[src/rtl/soc_bus_pkg.sv]
// Shared definitions for the data-bus decoder: slave address map, slave id type,
// and the address decode helper used by the decoder.
package soc_bus_pkg;

  localparam int SOC_NUM_SLAVES = 4;
  localparam int SLAVE_ID_W     = $clog2(SOC_NUM_SLAVES + 1);

  typedef logic [SLAVE_ID_W-1:0] slave_id_t;

  // One id past the last slave marks requests that the decoder answers itself.
  localparam slave_id_t ERR_ID = slave_id_t'(SOC_NUM_SLAVES);

  localparam int SLV_RAM   = 0;
  localparam int SLV_GPIO  = 1;
  localparam int SLV_SPI   = 2;
  localparam int SLV_TIMER = 3;

  // Index 0 is the rightmost element: RAM, GPIO, SPI, TIMER.
  localparam logic [SOC_NUM_SLAVES-1:0][31:0] SLV_BASE = {
    32'h0100_2000,
    32'h0100_1000,
    32'h0100_0000,
    32'h0000_0000
  };

  localparam logic [SOC_NUM_SLAVES-1:0][31:0] SLV_MASK = {
    32'hFFFF_F000,
    32'hFFFF_F000,
    32'hFFFF_F000,
    32'hFFFF_0000
  };

  // Lowest matching index wins, so the scan runs from the top down.
  function automatic slave_id_t decode_addr(input logic [31:0] addr);
    slave_id_t sel;
    sel = ERR_ID;
    for (int i = SOC_NUM_SLAVES - 1; i >= 0; i--) begin
      if ((addr & SLV_MASK[i]) == SLV_BASE[i]) begin
        sel = slave_id_t'(i);
      end
    end
    return sel;
  endfunction

endpackage

[src/rtl/data_bus_decoder_if.sv]
// Ibex data-port bus on the master side plus the fanned-out slave side, bundled
// so the decoder and its environment share one connection point.
//
// Handshake: a request is accepted on a cycle where m_req & m_gnt; the master
// holds m_addr/m_we/m_be/m_wdata stable while m_req & !m_gnt. Each accepted
// request gets exactly one m_rvalid pulse, in acceptance order. Slaves follow
// the same rule per port with s_req[i]/s_gnt[i] and s_rvalid[i].
interface data_bus_decoder_if #(
  parameter int NUM_SLAVES = 4
);

  logic                     m_req;
  logic                     m_gnt;
  logic                     m_we;
  logic [3:0]               m_be;
  logic [31:0]              m_addr;
  logic [31:0]              m_wdata;
  logic                     m_rvalid;
  logic [31:0]              m_rdata;
  logic                     m_err;

  logic [NUM_SLAVES-1:0]    s_req;
  logic [NUM_SLAVES-1:0]    s_gnt;
  logic                     s_we;
  logic [3:0]               s_be;
  logic [31:0]              s_addr;
  logic [31:0]              s_wdata;
  logic [NUM_SLAVES-1:0]    s_rvalid;
  logic [NUM_SLAVES*32-1:0] s_rdata;
  logic [NUM_SLAVES-1:0]    s_err;

  // The decoder's view: it is the slave of the Ibex data port.
  modport slave (
    input  m_req, m_we, m_be, m_addr, m_wdata,
    output m_gnt, m_rvalid, m_rdata, m_err,
    output s_req, s_we, s_be, s_addr, s_wdata,
    input  s_gnt, s_rvalid, s_rdata, s_err
  );

  // The environment's view: Ibex master plus the peripheral slaves.
  modport master (
    output m_req, m_we, m_be, m_addr, m_wdata,
    input  m_gnt, m_rvalid, m_rdata, m_err,
    input  s_req, s_we, s_be, s_addr, s_wdata,
    output s_gnt, s_rvalid, s_rdata, s_err
  );

endinterface

[src/rtl/data_bus_decoder_rsp_id_fifo.sv]
// In-order FIFO of slave ids for granted-but-unanswered requests; the head says
// which slave's response goes back to the master next.
module rsp_id_fifo
  import soc_bus_pkg::*;
#(
  parameter int DEPTH = 2
) (
  input  logic      clk,
  input  logic      rst,
  input  logic      push,
  input  slave_id_t push_id,
  input  logic      pop,
  output slave_id_t head,
  output logic      empty,
  output logic      full
);

  localparam int PTR_W = (DEPTH > 1) ? $clog2(DEPTH) : 1;
  localparam int CNT_W = $clog2(DEPTH) + 1;
  localparam logic [CNT_W-1:0] CNT_ONE  = CNT_W'(1);
  localparam logic [CNT_W-1:0] CNT_FULL = CNT_W'(DEPTH);
  localparam logic [PTR_W-1:0] PTR_ONE  = PTR_W'(1);

  slave_id_t        mem [2**PTR_W];
  logic [PTR_W-1:0] wr_ptr;
  logic [PTR_W-1:0] rd_ptr;
  logic [CNT_W-1:0] count;

  always_ff @(posedge clk) begin
    if (push) begin
      mem[wr_ptr] <= push_id;
    end
  end

  // Pointers wrap naturally; count alone decides empty/full.
  always_ff @(posedge clk) begin
    if (rst) begin
      wr_ptr <= '0;
      rd_ptr <= '0;
      count  <= '0;
    end else begin
      if (push) begin
        wr_ptr <= wr_ptr + PTR_ONE;
      end
      if (pop) begin
        rd_ptr <= rd_ptr + PTR_ONE;
      end
      case ({push, pop})
        2'b10:   count <= count + CNT_ONE;
        2'b01:   count <= count - CNT_ONE;
        default: count <= count;
      endcase
    end
  end

  assign head  = mem[rd_ptr];
  assign empty = (count == '0);
  assign full  = (count == CNT_FULL);

endmodule

[src/rtl/data_bus_decoder.sv]
// Address decoder between the Ibex data port and its slaves: routes req/gnt to
// one slave, answers unmapped addresses with an error, and steers responses back in order.
module data_bus_decoder
  import soc_bus_pkg::*;
#(
  parameter int NUM_SLAVES      = SOC_NUM_SLAVES,
  parameter int MAX_OUTSTANDING = 2
) (
  input logic           clk,
  input logic           rst,
  data_bus_decoder_if.slave bus
);

  slave_id_t             sel;
  slave_id_t             head;
  logic                  empty;
  logic                  full;
  logic                  req_ok;
  logic                  gnt;
  logic                  push;
  logic                  pop;
  logic [NUM_SLAVES-1:0] s_req;
  logic [NUM_SLAVES-1:0] head_mask;
  logic                  rvalid;
  logic [31:0]           rdata;
  logic                  err;

  assign sel = decode_addr(bus.m_addr);

  // Full comes from the registered count only, so a same-cycle pop never frees a slot.
  assign req_ok = bus.m_req & ~full & ~rst;

  always_comb begin
    s_req = '0;
    gnt   = 1'b0;
    if (req_ok) begin
      if (sel == ERR_ID) begin
        gnt = 1'b1;
      end
      for (int i = 0; i < NUM_SLAVES; i++) begin
        if (sel == slave_id_t'(i)) begin
          s_req[i] = 1'b1;
          gnt      = bus.s_gnt[i];
        end
      end
    end
  end

  always_comb begin
    rvalid    = 1'b0;
    rdata     = '0;
    err       = 1'b0;
    head_mask = '0;
    if (!rst && !empty) begin
      if (head == ERR_ID) begin
        rvalid = 1'b1;
        err    = 1'b1;
      end
      for (int i = 0; i < NUM_SLAVES; i++) begin
        if (head == slave_id_t'(i)) begin
          head_mask[i] = 1'b1;
          rvalid       = bus.s_rvalid[i];
          rdata        = bus.s_rdata[32*i +: 32];
          err          = bus.s_err[i];
        end
      end
    end
  end

  assign push = bus.m_req & gnt;
  assign pop  = rvalid;

  rsp_id_fifo #(
    .DEPTH (MAX_OUTSTANDING)
  ) u_rsp_id_fifo (
    .clk     (clk),
    .rst     (rst),
    .push    (push),
    .push_id (sel),
    .pop     (pop),
    .head    (head),
    .empty   (empty),
    .full    (full)
  );

  assign bus.m_gnt    = gnt;
  assign bus.m_rvalid = rvalid;
  assign bus.m_rdata  = rdata;
  assign bus.m_err    = err;
  assign bus.s_req    = s_req;
  assign bus.s_we     = bus.m_we;
  assign bus.s_be     = bus.m_be;
  assign bus.s_addr   = bus.m_addr;
  assign bus.s_wdata  = bus.m_wdata;

  // A slave answering out of turn (or with nothing outstanding) is dropped, never forwarded.
  spurious_rvalid_a: assert property (
    @(posedge clk) disable iff (rst) ((bus.s_rvalid & ~head_mask) == '0)
  ) else $warning("spurious s_rvalid %b ignored", bus.s_rvalid);

endmodule

[src/flat_wrapper.sv]
// flat-port wrapper written by rule: the top's interface ports become plain ports
module data_bus_decoder_flat import soc_bus_pkg::*;
#(
  parameter int NUM_SLAVES      = SOC_NUM_SLAVES,
  parameter int MAX_OUTSTANDING = 2
)
  (clk, rst, bus_m_req, bus_m_we, bus_m_be, bus_m_addr, bus_m_wdata, bus_m_gnt, bus_m_rvalid, bus_m_rdata, bus_m_err, bus_s_req, bus_s_we, bus_s_be, bus_s_addr, bus_s_wdata, bus_s_gnt, bus_s_rvalid, bus_s_rdata, bus_s_err);
  data_bus_decoder_if #(.NUM_SLAVES(NUM_SLAVES)) bus_i ();
  input logic clk;
  input logic rst;
  input wire logic [$bits(bus_i.m_req)-1:0] bus_m_req;
  input wire logic [$bits(bus_i.m_we)-1:0] bus_m_we;
  input wire logic [$bits(bus_i.m_be)-1:0] bus_m_be;
  input wire logic [$bits(bus_i.m_addr)-1:0] bus_m_addr;
  input wire logic [$bits(bus_i.m_wdata)-1:0] bus_m_wdata;
  output wire logic [$bits(bus_i.m_gnt)-1:0] bus_m_gnt;
  output wire logic [$bits(bus_i.m_rvalid)-1:0] bus_m_rvalid;
  output wire logic [$bits(bus_i.m_rdata)-1:0] bus_m_rdata;
  output wire logic [$bits(bus_i.m_err)-1:0] bus_m_err;
  output wire logic [$bits(bus_i.s_req)-1:0] bus_s_req;
  output wire logic [$bits(bus_i.s_we)-1:0] bus_s_we;
  output wire logic [$bits(bus_i.s_be)-1:0] bus_s_be;
  output wire logic [$bits(bus_i.s_addr)-1:0] bus_s_addr;
  output wire logic [$bits(bus_i.s_wdata)-1:0] bus_s_wdata;
  input wire logic [$bits(bus_i.s_gnt)-1:0] bus_s_gnt;
  input wire logic [$bits(bus_i.s_rvalid)-1:0] bus_s_rvalid;
  input wire logic [$bits(bus_i.s_rdata)-1:0] bus_s_rdata;
  input wire logic [$bits(bus_i.s_err)-1:0] bus_s_err;
  assign bus_i.m_req = bus_m_req;
  assign bus_i.m_we = bus_m_we;
  assign bus_i.m_be = bus_m_be;
  assign bus_i.m_addr = bus_m_addr;
  assign bus_i.m_wdata = bus_m_wdata;
  assign bus_m_gnt = bus_i.m_gnt;
  assign bus_m_rvalid = bus_i.m_rvalid;
  assign bus_m_rdata = bus_i.m_rdata;
  assign bus_m_err = bus_i.m_err;
  assign bus_s_req = bus_i.s_req;
  assign bus_s_we = bus_i.s_we;
  assign bus_s_be = bus_i.s_be;
  assign bus_s_addr = bus_i.s_addr;
  assign bus_s_wdata = bus_i.s_wdata;
  assign bus_i.s_gnt = bus_s_gnt;
  assign bus_i.s_rvalid = bus_s_rvalid;
  assign bus_i.s_rdata = bus_s_rdata;
  assign bus_i.s_err = bus_s_err;
  data_bus_decoder #(.NUM_SLAVES(NUM_SLAVES), .MAX_OUTSTANDING(MAX_OUTSTANDING)) u_core (.clk(clk), .rst(rst), .bus(bus_i));
endmodule
[config.mk]
export PLATFORM = sky130hd
export DESIGN_NAME = data_bus_decoder_flat
export DESIGN_NICKNAME = d
export VERILOG_FILES = /design/src/rtl/soc_bus_pkg.sv /design/src/rtl/data_bus_decoder_if.sv /design/src/rtl/data_bus_decoder_rsp_id_fifo.sv /design/src/rtl/data_bus_decoder.sv /design/src/flat_wrapper.sv
export SDC_FILE = /design/constraint.sdc
export NUM_CORES = 1
export LEC_CHECK = 0
export CAP_MARGIN = 5
export CORE_AREA = 8 8 119 121
export CTS_CLUSTER_DIAMETER = 100
export DETAILED_ROUTE_END_ITERATION = 6
export DIE_AREA = 0 0 127 129
export HOLD_SLACK_MARGIN = 0.05
export PLACE_DENSITY = 0.67
export SLEW_MARGIN = 20
export SYNTH_ARGS = -nofsm -noshare
export SYNTH_HDL_FRONTEND = slang
export SYNTH_SLANG_ARGS = --single-unit
[constraint.sdc]
create_clock -name clk -period 2.4 [get_ports clk]
set_input_delay 0.6 -clock clk [delete_from_list [all_inputs] [get_ports clk]]
set_output_delay 0.6 -clock clk [all_outputs]
set_load 0.01 [all_outputs]
==> run_results.csv, run 1 <==
group,metric,value,unit
status,outcome,"finished, violations left",
status,violations,"setup timing",
routing,drt-initial-drc-count,104,
routing,routed_wirelength,13140,um
yosys,async_reset_ff_share,0,%
routing,ant_nets,0,
global_route,grt_antenna_before_repair,1,
global_route,first_global_vias,3662,
yosys,synth-seq-cells,11,
clock_network,numCtsBuffers,3,
global_route,grt_max_degree,20,
yosys,syn_avg_cell_area,6.447,um2
sta,min_period,2506,ps
yosys,synthTopCellsByArea,"buf_4 (24%), nand2_1 (14%), edfxtp_1 (8.2%)",
hold_path,holdCritPathClass,"register to register",
yosys,syn_nets,554,
sta,final.setup_skew,4.595,ps
die,rows,41,
layout,layout-drive-gt1-share,41.86,%
place,place_congestion,0.9003,
power,leakage,0.002146,uW
routing,dr.pass1.iters,4,
yosys,netlist_instances,341,
critical_path,crit_type,"input pin to output port",
sta,fmax,399.0,MHz
layout,register_area,284.0,um2
yosys,synth_edf_count,6,
sta,worstMarginPinSlew,293.4,ps
clock_network,cts_sinks,11,
die,start_util,17.86,%
sta,setup_ws,-106.0,ps
clock_network,clockBufferDepth,2,
critical_path,cp_slowest_cell,"or3b_4",
place,postPlaceCellArea,4508,um2
critical_path,crit_buf_inv,2,
die,die_h,129,um
clock_network,cts_tree,"built",
layout,mostFrequentLayoutCells,"clkdlybuf4s50_1 (160), nand2_1 (67), buf_4 (55)",
clock_network,cts-root-buf,"clkbuf_16",
place,port_buffers,221,
yosys,yosys.area.top_type,"buf_4",
routing,routedWlPerCell,18.53,um
sta,hold-worst-slack,465.0,ps
sta,hold_viol,0,
power,p_per_area,278.9,nW/um2
flow_run,maxCapViolCount,0,
layout,nFillCells,1232,
routing,drc,0,
yosys,yosysUniqueCellTypes,42,
clock_network,clkTransAtPathRegs,40,ps
die,die_area,16380,um2
yosys,ys.flop_type,"edfxtp_1",
clock_network,clk_latency,240,ps
critical_path,end_kind,"output port",
yosys,netlist_area,2198,um2
yosys,synth_top_area_share,23.56,%
die,die_x,127,um
sta,drv_slew,0,
critical_path,crit_family,"simple AND/OR/NAND/NOR gates",
global_route,track_usage,14.38,%
layout,utilization,42.59,%
critical_path,cp-start-kind,"input pin",
global_route,grt_overflow,0,
die,core-area,12310,um2
die,io-pin-count,320,
layout,final_nets,773,
critical_path,slowest_delay,410,ps
place,dp_slack,-913.3,ps
critical_path,cp.arrival,1910,ps
layout,area_growth,138.5,%
critical_path,critPathRequiredTime,1800,ps
yosys,ys_seq_area_share,12.75,%
yosys,yosysWarnings,0,
routing,via_per_inst,4.667,
sta,finalSetupViolCount,33,
routing,via_count,3309,
power,max-vdd-ir-drop,0.2055,mV
critical_path,cp_max_fo,3,
global_route,grt_pass1_wl,18990,um
critical_path,path_cells,"buf_6 > or3b_4 > nor2b_2 > nand4_1 > nor4b_2 > buf_2",
sta,rsz0062_at_grt,"true",
clock_network,htree_levels,1,
layout,diodes,0,
sta,maxSlewHeadroom,80.02,%
place,dp_hpwl,9784,um
layout,multi_input_area,1810,um2
layout,final_common_cell,"clkdlybuf4s50_1",
layout,final_area,5244,um2
sta,fin_crit_sh,104.4,%
cell type report:
type,instances,share of cell area [%]
Clock buffer,4,1.503
Inverter,3,0.2147
Multi-Input combinational cell,237,34.53
Sequential cell,11,5.416
Tap cell,150,3.579
Timing Repair Buffer,304,54.76
logic make-up after synthesis:
kind of cell             after synthesis  synth area share (%)
AND/OR/NAND/NOR                      146                 29.43
buffers and inverters                 93                 28.80
AO/OA/AOI/OAI                         80                 23.56
flip-flops                            11                 12.75
multiplexers                           8                 4.098
XOR/XNOR                               2                0.7970
adder cells (fa/ha/maj)                1                0.5691
report_power, final:
part	switching (uW)	internal [uW]	leakage (uW)
clock network	76.9	222	0.0000382
registers	12.0	215	0.0000994
logic	372	564	0.00201
total	461	1000	0.00215
cells in the mapped netlist, types with 2 or more instances:
| master | number |
|---|---|
| nand2_1 | 80 |
| buf_4 | 69 |
| o21ai_0 | 29 |
| nor2_1 | 20 |
| nand3_1 | 19 |
| a31oi_1 | 18 |
| o221ai_1 | 14 |
| clkbuf_1 | 10 |
| buf_2 | 8 |
| a21oi_1 | 7 |
| edfxtp_1 | 6 |
| dfxtp_1 | 5 |
| nor4_1 | 5 |
| mux2i_1 | 4 |
| nand2b_1 | 4 |
| a21o_1 | 3 |
| inv_1 | 3 |
| a211oi_1 | 2 |
| and2_1 | 2 |
| buf_6 | 2 |
| mux2i_2 | 2 |
| nand2_2 | 2 |
| nand3b_1 | 2 |
| nand4_1 | 2 |
| nor2b_1 | 2 |
| nor3_1 | 2 |
| o22ai_1 | 2 |
| o32a_1 | 2 |
| or3b_1 | 2 |
path summary, 6_finish.rpt:
check        cells after the start  slack (ps)                       endpoint                   startpoint
max                              6        -110                   bus_s_req[2]               bus_m_addr[15]
min                              1         460                       register  u_core.u_rsp_id_fifo.rd_ptr
max reg2reg                     10         -20  u_core.u_rsp_id_fifo.count[1]                     register
min reg2reg                      1         460                       register  u_core.u_rsp_id_fifo.rd_ptr
stage by stage:
step           setup TNS [ps]  cells  power (uW)
2_1_floorplan               0    341       571.0
3_3_place_gp           -23580    678       960.1
3_5_place_dp           -25250    678       969.7
4_1_cts                -860.6    700        1363
5_1_grt                 -4453    709        1551
6_report                -1183    709        1462
flip-flops by register name, summed over array words and instances, names as in the netlist, named ones only:
signal and cells:
u_core.u_rsp_id_fifo.mem 6, u_core.u_rsp_id_fifo.count 2, u_core.u_rsp_id_fifo.wr_ptr 1, u_core.u_rsp_id_fifo.rd_ptr 1
layer usage:
| layer | up-vias | wire length, um | track usage (%) |
|---|---|---|---|
| li1 | 1575 | - | - |
| met4 | 2 | 340 | 4.479 |
| met5 | - | 11 | 0 |
| met1 | 1493 | 4937 | 14.75 |
| met3 | 24 | 1468 | 6.703 |
| met2 | 215 | 6379 | 25.59 |
what timing repair did:
item	in CTS	in global routing
cloned	4	3
resized for setup	303	84
setup buffers	15	7
endpoints found under the setup margin	43	43
pin swaps	33	36
hold buffers	0	0
Note: power is estimated with default switching activity, not from simulation.
==> run 2: changes to the inputs <==
Settings changed: CTS_CLUSTER_DIAMETER 100 to default, SKIP_LAST_GASP from default to 1.
==> run_results.csv, run 2 (synthesized netlist as in run 1, its figures left out) <==
group,metric,value,unit
clock_network,cts-root-buf,"clkbuf_16",
die,rows,41,
routing,via_per_inst,4.630,
layout,final_common_cell,"clkdlybuf4s50_1",
status,violations,"setup timing",
clock_network,htree_levels,1,
place,dp_slack,-913.3,ps
routing,via_count,3278,
sta,hold_viol,0,
sta,fin_crit_sh,104.4,%
critical_path,reg2reg_slack,-50,ps
global_route,grt_antenna_before_repair,1,
critical_path,slowest_delay,410,ps
critical_path,path_cells,"buf_6 > or3b_4 > nor2b_2 > nand4_1 > nor4b_2 > buf_2",
sta,hold-worst-slack,465.0,ps
critical_path,end_kind,"output port",
global_route,grt_overflow,0,
hold_path,holdCritPathClass,"register to register",
critical_path,cp-start-kind,"input pin",
layout,diodes,0,
die,start_util,17.86,%
place,dp_hpwl,9784,um
clock_network,cts_sinks,11,
sta,fmax,398.9,MHz
layout,mostFrequentLayoutCells,"clkdlybuf4s50_1 (160), nand2_1 (68), buf_4 (55)",
global_route,track_usage,14.32,%
sta,finalSetupViolCount,32,
flow_run,maxCapViolCount,0,
sta,worstMarginPinSlew,292.9,ps
critical_path,crit_type,"input pin to output port",
sta,maxSlewHeadroom,80.06,%
layout,final_nets,772,
place,port_buffers,221,
routing,dr.pass1.iters,4,
clock_network,numCtsBuffers,3,
layout,top_register,"u_core.u_rsp_id_fifo.mem",
die,die_h,129,um
sta,drv_slew,0,
routing,routed_wirelength,13010,um
clock_network,cts_tree,"built",
critical_path,critPathRequiredTime,1800,ps
die,io-pin-count,320,
critical_path,cp_max_fo,3,
sta,final.setup_skew,4.043,ps
layout,largest_reg_flops,6,
place,place_congestion,0.9003,
die,die_x,127,um
clock_network,cts-hold-fix-buffers,0,
global_route,grt_max_degree,20,
layout,layout-drive-gt1-share,39.96,%
sta,rsz0062_at_grt,"true",
clock_network,clkTransAtPathRegs,40,ps
global_route,first_global_vias,3647,
layout,largest_registers,"u_core.u_rsp_id_fifo.mem x6, u_core.u_rsp_id_fifo.count x2",
power,leakage,0.002133,uW
critical_path,cp_slowest_cell,"or3b_4",
critical_path,cp.arrival,1910,ps
layout,area_growth,135.3,%
status,outcome,"finished, violations left",
clock_network,clk_latency,240,ps
clock_network,clockBufferDepth,2,
sta,setup_ws,-106.8,ps
die,die_area,16380,um2
die,core-area,12310,um2
routing,drc,0,
power,p_per_area,278.1,nW/um2
routing,routedWlPerCell,18.38,um
global_route,grt_pass1_wl,18860,um
routing,ant_nets,0,
sta,min_period,2507,ps
routing,drt-initial-drc-count,112,
power,max-vdd-ir-drop,0.2013,mV
run 2: power by group:
group          switching, uW  internal [uW]  leakage (uW)
clock network           77.9            223     0.0000382
registers               12.0            215     0.0000994
logic                    359            552       0.00200
total                    449            990       0.00213
run 2: timing repair:
action                                  in CTS  in global routing
endpoints found under the hold margin        0                  0
gates cloned                                 4                  3
endpoints found under the setup margin      43                 43
pin swaps                                   31                 27
setup buffers                               15                  6
gates resized for setup                    295                 75
run 2: area by class of cell:
type	instances	area [um2]
fill	1240	7138
clock buffer	4	78.83
inverter	3	11.26
timing repair buffer	303	2878
tap	150	187.7
sequential	11	284.0
multi-input combinational	237	1734
run 2: per-layer routing:
metal	global-route usage, %	share of wire, %	wire (um)	vias to the layer above
met5	0	0.085	11	-
met1	14.56	37	4844	1473
met3	6.620	11	1480	22
met4	4.059	2.4	314	2
met2	25.88	49	6360	207
li1	-	-	-	1574
run 2: path summary, 6_finish.rpt:
path | startpoint | end | cells past startpoint
setup / recovery | bus_m_addr[15] | bus_s_req[2] | 6
hold / removal | u_core.u_rsp_id_fifo.rd_ptr | register | 1
setup reg to reg | register | u_core.u_rsp_id_fifo.count[1] | 11
hold reg to reg | u_core.u_rsp_id_fifo.rd_ptr | register | 1
run 2: worst max-delay path: cells and delay by family:
kind	cells	cell delay (ps)
buffers and inverters	2	260
and+or+nand+nor	4	1040
run 2: stage by stage:
stage | setup TNS [ps] | total power [uW] | util (%) | cells | area (um2)
4_1_cts | -1046 | 1357 | 39.38 | 700 | 4848
6_report | -1322 | 1439 | 42.02 | 708 | 5174
2_1_floorplan | 0 | 571.0 | - | 341 | 2205
5_1_grt | -4663 | 1525 | 42.02 | 708 | 5174
3_5_place_dp | -25250 | 969.7 | 36.62 | 678 | 4508
3_3_place_gp | -23580 | 960.1 | 36.62 | 678 | 4508
==> run 3: changes to the inputs <==
Settings changed: SLEW_MARGIN 20 to default.
==> results of run 3 <==
Same layout as run 2: the final DEF is identical, and so are final timing and power.
